### src/rtl/truth_table_sweeper.sv
// truth_table_sweeper: drives a 4-input gate through all 16 vectors,
// samples y after a settle time and streams each row out.
module truth_table_sweeper #(
  parameter int unsigned SETTLE = 1
) (
  input  logic        clk,
  input  logic        rst_n,
  input  logic        start,
  output logic        a,
  output logic        b,
  output logic        c,
  output logic        d,
  input  logic        y,
  output logic        row_valid,
  input  logic        row_ready,
  output logic [3:0]  row_index,
  output logic        row_y,
  output logic [15:0] table_out,
  output logic        busy,
  output logic        done
);

  typedef enum logic [1:0] {
    S_IDLE,
    S_DRIVE,
    S_EMIT,
    S_DONE
  } state_t;

  localparam logic [3:0] CNT_LAST = 4'(SETTLE - 1);

  if (SETTLE < 1 || SETTLE > 15) begin : g_bad_settle
    $error("SETTLE must be in 1..15");
  end

  state_t      state_q, state_d;
  logic [3:0]  vec_q, vec_d;
  logic [3:0]  cnt_q, cnt_d;
  logic        row_y_q, row_y_d;
  logic [15:0] table_q, table_d;

  // state register and datapath flops
  always_ff @(posedge clk or negedge rst_n) begin
    if (!rst_n) begin
      state_q <= S_IDLE;
      vec_q   <= 4'd0;
      cnt_q   <= 4'd0;
      row_y_q <= 1'b0;
      table_q <= 16'd0;
    end else begin
      state_q <= state_d;
      vec_q   <= vec_d;
      cnt_q   <= cnt_d;
      row_y_q <= row_y_d;
      table_q <= table_d;
    end
  end

  // sweep sequencing: drive, settle, capture, hand off, advance
  always_comb begin
    state_d = state_q;
    vec_d   = vec_q;
    cnt_d   = cnt_q;
    row_y_d = row_y_q;
    table_d = table_q;
    unique case (state_q)
      S_IDLE: begin
        if (start) begin
          state_d = S_DRIVE;
          vec_d   = 4'd0;
          cnt_d   = 4'd0;
          table_d = 16'd0;
        end
      end
      S_DRIVE: begin
        if (cnt_q == CNT_LAST) begin
          row_y_d        = y;
          table_d[vec_q] = y;
          state_d        = S_EMIT;
        end else begin
          cnt_d = cnt_q + 4'd1;
        end
      end
      S_EMIT: begin
        if (row_ready) begin
          if (vec_q == 4'hF) begin
            state_d = S_DONE;
          end else begin
            vec_d   = vec_q + 4'd1;
            cnt_d   = 4'd0;
            state_d = S_DRIVE;
          end
        end
      end
      S_DONE: begin
        state_d = S_IDLE;
      end
      default: begin
        state_d = S_IDLE;
      end
    endcase
  end

  // outputs decode directly from flops
  always_comb begin
    a         = vec_q[3];
    b         = vec_q[2];
    c         = vec_q[1];
    d         = vec_q[0];
    row_index = vec_q;
    row_y     = row_y_q;
    table_out = table_q;
    row_valid = (state_q == S_EMIT);
    busy      = (state_q != S_IDLE);
    done      = (state_q == S_DONE);
  end

endmodule

### config.mk
export PLATFORM = sky130hd
export DESIGN_NAME = truth_table_sweeper
export DESIGN_NICKNAME = d
export VERILOG_FILES = /design/src/rtl/truth_table_sweeper.sv
export SDC_FILE = /design/constraint.sdc
export NUM_CORES = 1
export LEC_CHECK = 0
export ABC_AREA = 1
export CAP_MARGIN = 20
export CORE_ASPECT_RATIO = 0.5
export CORE_UTILIZATION = 51
export CTS_CLUSTER_DIAMETER = 150
export DETAILED_ROUTE_END_ITERATION = 6
export GPL_TIMING_DRIVEN = 0
export PLACE_DENSITY = 0.82
export REMOVE_ABC_BUFFERS = 1
export SLEW_MARGIN = 20
export SYNTH_ARGS = -nofsm -noshare
export SYNTH_HDL_FRONTEND = slang
export SYNTH_SLANG_ARGS = --single-unit
### constraint.sdc
create_clock -name clk -period 1.4 [get_ports clk]
set_input_delay 0.28 -clock clk [delete_from_list [all_inputs] [get_ports clk]]
set_output_delay 0.28 -clock clk [all_outputs]
set_load 0.005 [all_outputs]
==> results by stage, run 1 <==
Run status:
- The run finished, with violations left.
- The checks that failed: setup timing.

Timing:
- The worst relative slew slack is 58.0%.
- The final hold violation count is 0.
- The clock arrives with 0.00715 ns of skew.
- For the final routed database, the setup TNS stands at -0.103 ns.
- The worst path in the final design needs a cycle of 1.46 ns, including I/O delays and setup.
- Based on the critical path, the design can be clocked at up to 685 MHz.
- The final number of max-transition violations is 0.
- The actual slew at the worst max-slew pin is 0.629 ns.
- The count of endpoints failing setup in the final report is 5.
- The slack of the critical path is -0.0604 ns.
- Of the available clock period, the critical path in the final layout requires 104%.
- Setup repair after global routing could not meet its margin everywhere.
- Hold is met by 0.0102 ns.

Pwr:
- The total power divided by cell area is 1570 mW/mm^2.
- The worst voltage drop across the vdd grid is 1.21 mV.
- The standby leakage power is 0.00145 uW.

Floorplan:
- The die covers 0.00343 sq mm.
- The height of the die is 41.9 um.
- The initial cell density of the core is 53.9%.
- Pin placement for this block handled 33 I/O pins.
- The floorplan has 14 rows.
- The region available for standard cell placement spans 0.00301 sq mm.
- The floorplan step set the die width to 81.8 um.

Synth:
- The share of synthesized registers carrying an async set or reset is 100%.
- The cell count after synthesis came out at 233.
- Counting instances in the post-synthesis netlist gives the leading cell types as sky130_fd_sc_hd__nand2_1 (116), sky130_fd_sc_hd__dfrtp_1 (27), sky130_fd_sc_hd__inv_1 (25).
- Synthesis inferred 27 register bits.
- By area the synthesized netlist is led by sky130_fd_sc_hd__dfrtp_1 (42%), sky130_fd_sc_hd__nand2_1 (27%), sky130_fd_sc_hd__nand3_1 (6.8%), sky130_fd_sc_hd__inv_1 (5.8%), sky130_fd_sc_hd__ha_1 (4.6%).
- After synthesis, the largest area contributor takes up 41.6% of total cell area.
- The most common flop cell mapped by yosys is sky130_fd_sc_hd__dfrtp_1.
- The number of different library cells in the post-synthesis netlist is 19.
- The most frequent cell after synthesis is sky130_fd_sc_hd__nand2_1.
- Averaged over all synthesized cells, the footprint is 6.98 sq um.
- The cell area after synthesis is 0.00163 sq mm.
- The number of enable flip-flop cells after synthesis is 0.
- The share of the Yosys chip area taken by registers is 41.6%.
- The synthesized design spends more area on one cell type than any other, namely sky130_fd_sc_hd__dfrtp_1.
- The number of synthesis warnings is 0.

Clocking:
- The cell sitting at the root of the clock tree is a sky130_fd_sc_hd__clkbuf_8.
- TritonCTS built the clock tree.
- The maximum clock insertion buffer count is 2.
- Clock tree synthesis inserted a total of 3 buffers.
- Counting every sink on the clock net gives 27.
- The hold buffer count at CTS is 0.
- The deepest level of the CTS H-tree is 1.
- The clock-pin slew on the worst setup and hold paths is 0.10 ns.
- The clock insertion delay at the later pin of the skew report is 0.28 ns.

Cells and area:
- At the end of the flow the core is filled with cells to 78.8%.
- The count of placed standard cells in the final layout, fillers left out is 333.
- In the final design database the tool counted 305 nets.
- The ratio of cells with drive above 1 in the final layout is 25.3%.
- Relative to the synthesized area, the layout overhead comes to 46.1%.
- The number of antenna diodes in the final layout is 0.
- After filler insertion, the fill cell instance count of the layout stands at 186.

Setup path:
- In this run the critical register-to-register path is launched from state_q[1].
- The startpoint type of the worst setup path is a register.
- The top fanout value on the critical path is 9.
- The worst setup path is captured at a register.
- Measured in cells, the most critical reg-to-reg path has a length of 9.
- The reg-to-reg setup timing slack is -0.06 ns.
- The endpoint identified for the worst register-to-register timing path is table_out[5].
- The data required time of the critical path is 1.57 ns.
- By startpoint and endpoint, the worst setup path is classified as register to register.
- Data arrives at the worst endpoint at 1.63 ns.

Placement:
- The cell count after placement is 295.
- After legalization and detailed placement, the total HPWL measured 2250 um.
- The final RePlAce weighted congestion is 0.828.
- During placement, the flow inserted port buffers numbering 32.

Routing:
- In the routed layout, each cell is associated on average with a via count of 5.21.
- The overall routed net length is 4780 um.
- In the final routed layout, each cell accounts on average for 14.3 um.
- In this run, the number of DRC markers left after iteration 0 of detailed routing was 187.
- Once detail routing completed, the nets flagged for antenna violations numbered 0.
- The detailed router placed 1,734 vias in this run.
- The first TritonRoute pass finished after 4 iterations.
- The number of remaining DRC errors is 0.

Global route:
- The largest net degree at the start of global routing is 28.
- The number of antenna violations at the first check in global routing is 0.
- The wire length of the first global-routing pass is 5800 um.
- The remaining global-route overflow is 0.
- The combined global-route utilization of all metal layers is 22.2%.
- The number of global-route vias before repair is 1,326.

Worst hold path:
- The path class of the tightest hold or removal check is input port to asynchronous set/reset pin.

Flow run:
- The reported max-cap violation count is 0.
-- placed cells by master (no fill, tap or decap) --
cell type                         instances
sky130_fd_sc_hd__buf_12                   2
sky130_fd_sc_hd__nor2_2                   2
sky130_fd_sc_hd__ha_2                     1
sky130_fd_sc_hd__nand2_2                  2
sky130_fd_sc_hd__o21ai_0                  3
sky130_fd_sc_hd__dlygate4sd2_1           25
sky130_fd_sc_hd__clkbuf_16                1
sky130_fd_sc_hd__buf_2                    3
sky130_fd_sc_hd__clkbuf_2                 1
sky130_fd_sc_hd__nand2_4                  3
sky130_fd_sc_hd__o21ai_1                  1
sky130_fd_sc_hd__buf_4                   26
sky130_fd_sc_hd__ha_4                     4
sky130_fd_sc_hd__nand2_8                  2
sky130_fd_sc_hd__xnor2_1                  1
sky130_fd_sc_hd__nor3_1                   2
sky130_fd_sc_hd__buf_6                    3
sky130_fd_sc_hd__inv_8                    1
sky130_fd_sc_hd__clkbuf_8                 3
sky130_fd_sc_hd__clkbuf_1                 1
sky130_fd_sc_hd__inv_1                   20
sky130_fd_sc_hd__nand3_1                 19
sky130_fd_sc_hd__clkdlybuf4s50_1          3
sky130_fd_sc_hd__nand3_4                  1
sky130_fd_sc_hd__inv_2                    3
sky130_fd_sc_hd__nand2_1                112
sky130_fd_sc_hd__dfrtp_2                  5
sky130_fd_sc_hd__ha_1                     1
sky130_fd_sc_hd__nand3_2                  3
sky130_fd_sc_hd__nor2_4                   4
sky130_fd_sc_hd__dfrtp_1                 22
sky130_fd_sc_hd__xor2_1                   1
sky130_fd_sc_hd__nor2_1                   8
sky130_fd_sc_hd__inv_4                    4
-- critical path: stages (launching register included) --
cell	delay, ns
sky130_fd_sc_hd__dfrtp_2	0.47
sky130_fd_sc_hd__inv_2	0.10
sky130_fd_sc_hd__nand2_4	0.10
sky130_fd_sc_hd__inv_8	0.08
sky130_fd_sc_hd__nand3_4	0.10
sky130_fd_sc_hd__buf_12	0.17
sky130_fd_sc_hd__nand2_8	0.09
sky130_fd_sc_hd__nand2_1	0.08
sky130_fd_sc_hd__nand2_1	0.10
sky130_fd_sc_hd__nand2_1	0.06
-- where the power goes --
group,internal [uW],total (uW),leakage (uW),switching [uW]
combinational,1020,2300,0.00106,1280
clock,204,455,0.0000228,251
sequential,878,973,0.000363,94.9
-- state kept, by name, indices dropped and copies added, names as in the netlist --
signal,count
table_out,16
cnt_q,4
row_index,4
state_q,2
row_y,1
-- per-layer routing --
layer	vias up	wire [um]	GRT usage [%]
met5	-	0	0
met4	0	198	3.86
met3	21	302	5.27
met2	81	2290	37.7
met1	804	1990	29.0
li1	828	-	-
-- repair_timing --
item,CTS,global route
buffers inserted,20,11
pin swaps,2,6
resized for setup,52,32
setup endpoints to repair,53,26
gates cloned,0,3
-- area by class of cell --
class | instances | area, sq um | share of cell area [%]
Multi-Input combinational cell | 170 | 912 | 38.4
Sequential cell | 27 | 682 | 28.7
Timing Repair Buffer | 64 | 563 | 23.7
Inverter | 27 | 116 | 4.90
Tap cell | 40 | 50.0 | 2.11
Clock buffer | 4 | 45.0 | 1.90
Timing Repair inverter | 1 | 6.26 | 0.263
-- kinds of logic (layout without fill, tap and decap cells) --
group | Yosys count | after routing | share of synthesized area, %
XOR/XNOR | 2 | 2 | 1.08
flip-flops | 27 | 27 | 41.6
adder cells (fa/ha/maj) | 6 | 6 | 4.62
AO/OA/AOI/OAI | 4 | 4 | 1.23
buffers and inverters | 37 | 96 | 11.6
AND/OR/NAND/NOR | 157 | 158 | 39.9
-- worst max path at each step --
stage | endpoint | start | depth (start not counted)
after floorplan | cnt_q[2] | row_index[1] | 7
after global placement | state_q[1] | rst_n | 1
after detailed placement | table_out[6] | state_q[1] | 8
after CTS | row_valid | state_q[0] | 5
after global routing | table_out[5] | cnt_q[3] | 7
final | table_out[5] | state_q[1] | 9
-- per-stage QoR --
stage	cell area (sq um)	total power (uW)	worst slack (ns)
global placement	1910	2260	-0.332
finish	2370	3730	-0.0604
detailed placement	1900	2290	-0.207
global route	2370	3960	-0.0943
floorplan	1540	1810	0.0472
CTS	2120	2970	-0.0783
Power figures use the tool's default switching activity.
==> inputs of run 2 (changes only) <==
--- a/config.mk
+++ b/config.mk
@@ -6,6 +6,7 @@
 export NUM_CORES = 1
 export LEC_CHECK = 0
 export ABC_AREA = 1
+export ABC_CLOCK_PERIOD_IN_PS = 1400
 export CAP_MARGIN = 20
 export CORE_ASPECT_RATIO = 0.5
 export CORE_UTILIZATION = 51
@@ -14,6 +15,7 @@
 export GPL_TIMING_DRIVEN = 0
 export PLACE_DENSITY = 0.82
 export REMOVE_ABC_BUFFERS = 1
+export SKIP_CTS_REPAIR_TIMING = 1
 export SLEW_MARGIN = 20
 export SYNTH_ARGS = -nofsm -noshare
 export SYNTH_HDL_FRONTEND = slang
==> results by stage, run 2 (synthesized netlist as in run 1, its figures left out) <==
Run status:
- The run finished, with violations left.
- The checks that failed: setup timing.

Global route:
- The remaining global-route overflow is 0 (unchanged).
- The combined global-route utilization of all metal layers is 20.1% (-2.1 points).
- The number of antenna violations at the first check in global routing is 0 (unchanged).
- The largest net degree at the start of global routing came to 28 (unchanged).
- The wire length of the first global-routing pass is 5300 um (-8.7%).
- The number of global-route vias before repair was 1,238 (-6.6%).

Floorplan:
- The height of the die is 41.9 um (unchanged).
- The area of the placeable core came to 0.00301 sq mm (unchanged).
- The top-level port count is 33 (unchanged).
- The number of standard-cell rows in the floorplan is 14 (unchanged).
- The horizontal die dimension is 81.8 um (unchanged).
- The initial cell density of the core is 53.9% (unchanged).
- The area of the die was 0.00343 sq mm (unchanged).

Pwr:
- The net load switching power is 1440 uW (-11%).
- The standby leakage power was 0.00177 uW (+22%).
- The total power is 3330 uW (-11%).
- The worst voltage drop across the vdd grid came to 1.12 mV (-7.6%).
- The portion of total power attributed to sequential cells is 29.7% (+3.6 points).
- The switching portion of total power is 43.3% (-0.26 points).
- The portion of total power attributed to the clock network is 13.6% (+1.4 points).
- The total power divided by cell area is 1420 mW/mm^2 (-9.9%).
- The internal power was 1890 uW (-10%).
- The combinational cell fraction of total power is 56.8% (-4.9 points).

Cells and area:
- The final antenna diode count is 0 (unchanged).
- Leaving out fill and tap cells, the most frequent cell in the layout is sky130_fd_sc_hd__nand2_1.
- The number of flip-flops in the largest register is 16 (unchanged).
- The total non-filler cell area in the finished layout was 0.00236 sq mm (-0.79%).
- The final-layout fill cell count is 210 (+13%).
- The library cells used most frequently in the layout, excluding fill and tap cells, are sky130_fd_sc_hd__nand2_1 (113), sky130_fd_sc_hd__dlymetal6s2s_1 (27), sky130_fd_sc_hd__buf_4 (27).
- Compared with the post-synthesis result, the final layout area differs by 45.0%.
- The sequential cell area is 682 sq um (unchanged).
- The net count of the finished layout is 302 (-0.98%).
- The area of the multi-input gates is 832 sq um (-8.8%).
- The ratio of cells with drive above 1 in the final layout is 21.4% (-3.9 points).

Placement:
- The standard cell area after detailed placement is 0.00190 sq mm (unchanged).
- The final HPWL from detailed placement is 2250 um (unchanged).
- The final RePlAce weighted congestion is 0.828 (unchanged).
- The count of input and output buffers is 32 (unchanged).
- The pre-CTS setup slack came to -0.207 ns (unchanged).

Routing:
- The via count normalized by instance count is 5.11 (-1.9%).
- The overall routed net length is 4470 um (-6.5%).
- The count of TritonRoute iterations in the first routing pass is 4 (unchanged).
- The number of remaining DRC errors was 0 (unchanged).
- The post-route antenna net violation count is 0 (unchanged).
- The initial DRC count is 204 (+9.1%).
- The detail-routed net length per standard cell is 13.5 um (-5.6%).
- The total number of vias is 1,685 (-2.8%).

Setup path:
- The type of element capturing the critical path is a register.
- The data required time of the critical path was 1.61 ns (+0.04 ns).
- The signal arrival time at the worst endpoint came to 1.65 ns (+0.02 ns).
- The critical path is of the register to register type.
- The startpoint type of the worst setup path is a register.
- The top fanout value on the critical path is 7 (-2).

Clocking:
- The CTS buffer count is 3 (unchanged).
- The total clock sinks is 27 (unchanged).
- The deepest level of the CTS H-tree was 1 (unchanged).
- The clock insertion delay at the later pin of the skew report is 0.27 ns (about the same).
- The maximum clock insertion buffer count was 2 (unchanged).
- The TritonCTS clock tree is done.
- The clock-pin slew on the worst setup and hold paths came to 0.09 ns (about the same).
- The clock root buffer is sky130_fd_sc_hd__clkbuf_8.

Timing:
- The slack of the critical path is -0.0358 ns (+0.0247 ns).
- The shortest clock period the worst path allows after layout is 1.44 ns (-0.0247 ns).
- The worst relative slew slack was 57.6% (-0.46 points).
- The actual slew at the worst max-slew pin came to 0.636 ns (+0.00686 ns).
- The final number of max-transition violations is 0 (unchanged).
- The highest clock rate is 696 MHz (+1.7%).
- The worst clock skew on the final layout came to 0.00370 ns (-0.00345 ns).
- The final hold violation count is 0 (unchanged).
- Setup repair after global routing could not meet its margin everywhere.
- The count of endpoints failing setup in the final report is 8 (+3).
- The part of the cycle the worst path needs came to 103% (-1.8 points).

Flow run:
- The reported max-cap violation count is 0 (unchanged).

Worst hold path:
- The classification of the worst-slack hold path is input port to asynchronous set/reset pin.
==> run 2: routing by layer <==
layer  vias up  routed length (um)  global-route usage [%]
met4         0                 108                    3.86
li1        812                   -                       -
met2        69                2090                    32.2
met5         -                   0                       0
met3        11                 298                    4.84
met1       793                1970                    27.7
==> run 2: per-stage QoR <==
step,util (%),TNS [ns],cells,hold slack [ns]
global placement,63.3,-12.20,295,0.455
global route,78.2,-1.26,330,0.0559
detailed placement,63.2,-4.23,295,0.325
CTS,64.7,-7.90,299,0.0209
finish,78.2,-0.0962,330,0.0112
floorplan,-,0,223,-0.0156
==> run 2: final cells by class <==
type	count	share of cell area (%)
Tap cell	40	2.12
Timing Repair inverter	1	0.266
Clock buffer	4	1.91
Timing Repair Buffer	62	26.8
Multi-Input combinational cell	169	35.3
Inverter	27	4.62
Sequential cell	27	28.9
==> run 2: critical path, stage by stage (launching register included) <==
cell and delay, ns:
sky130_fd_sc_hd__dfrtp_2 0.49, sky130_fd_sc_hd__ha_4 0.22, sky130_fd_sc_hd__nand3_2 0.11, sky130_fd_sc_hd__inv_1 0.06, sky130_fd_sc_hd__nand2_1 0.10, sky130_fd_sc_hd__nand2_1 0.11, sky130_fd_sc_hd__nor2_4 0.13, sky130_fd_sc_hd__nand2_1 0.09
sky130_fd_sc_hd__nand2_1 0.07
==> run 2: power groups by stage <==
| stage | clock [uW] | sequential [uW] | combinational (uW) |
|---|---|---|---|
| 2_1_floorplan | 0 | 978 | 832 |
| 3_3_place_gp | 0 | 979 | 1280 |
| 3_5_place_dp | 0 | 987 | 1300 |
| 4_1_cts | 466 | 971 | 1310 |
| 5_1_grt | 492 | 1000 | 2070 |
| 6_report | 452 | 990 | 1890 |
==> run 2: final timing paths <==
path	from	to	slack, ns	depth (start not counted)
setup / recovery	row_index[1]	row_index[2]	-0.04	8
hold / removal	rst_n	table_out[10]	0.01	1
setup reg to reg	row_index[1]	row_index[2]	-0.04	8
hold reg to reg	table_out[11]	table_out[11]	0.48	2
max in group asynchronous	rst_n	row_index[1]	0.93	1
min in group clk	table_out[11]	table_out[11]	0.48	2
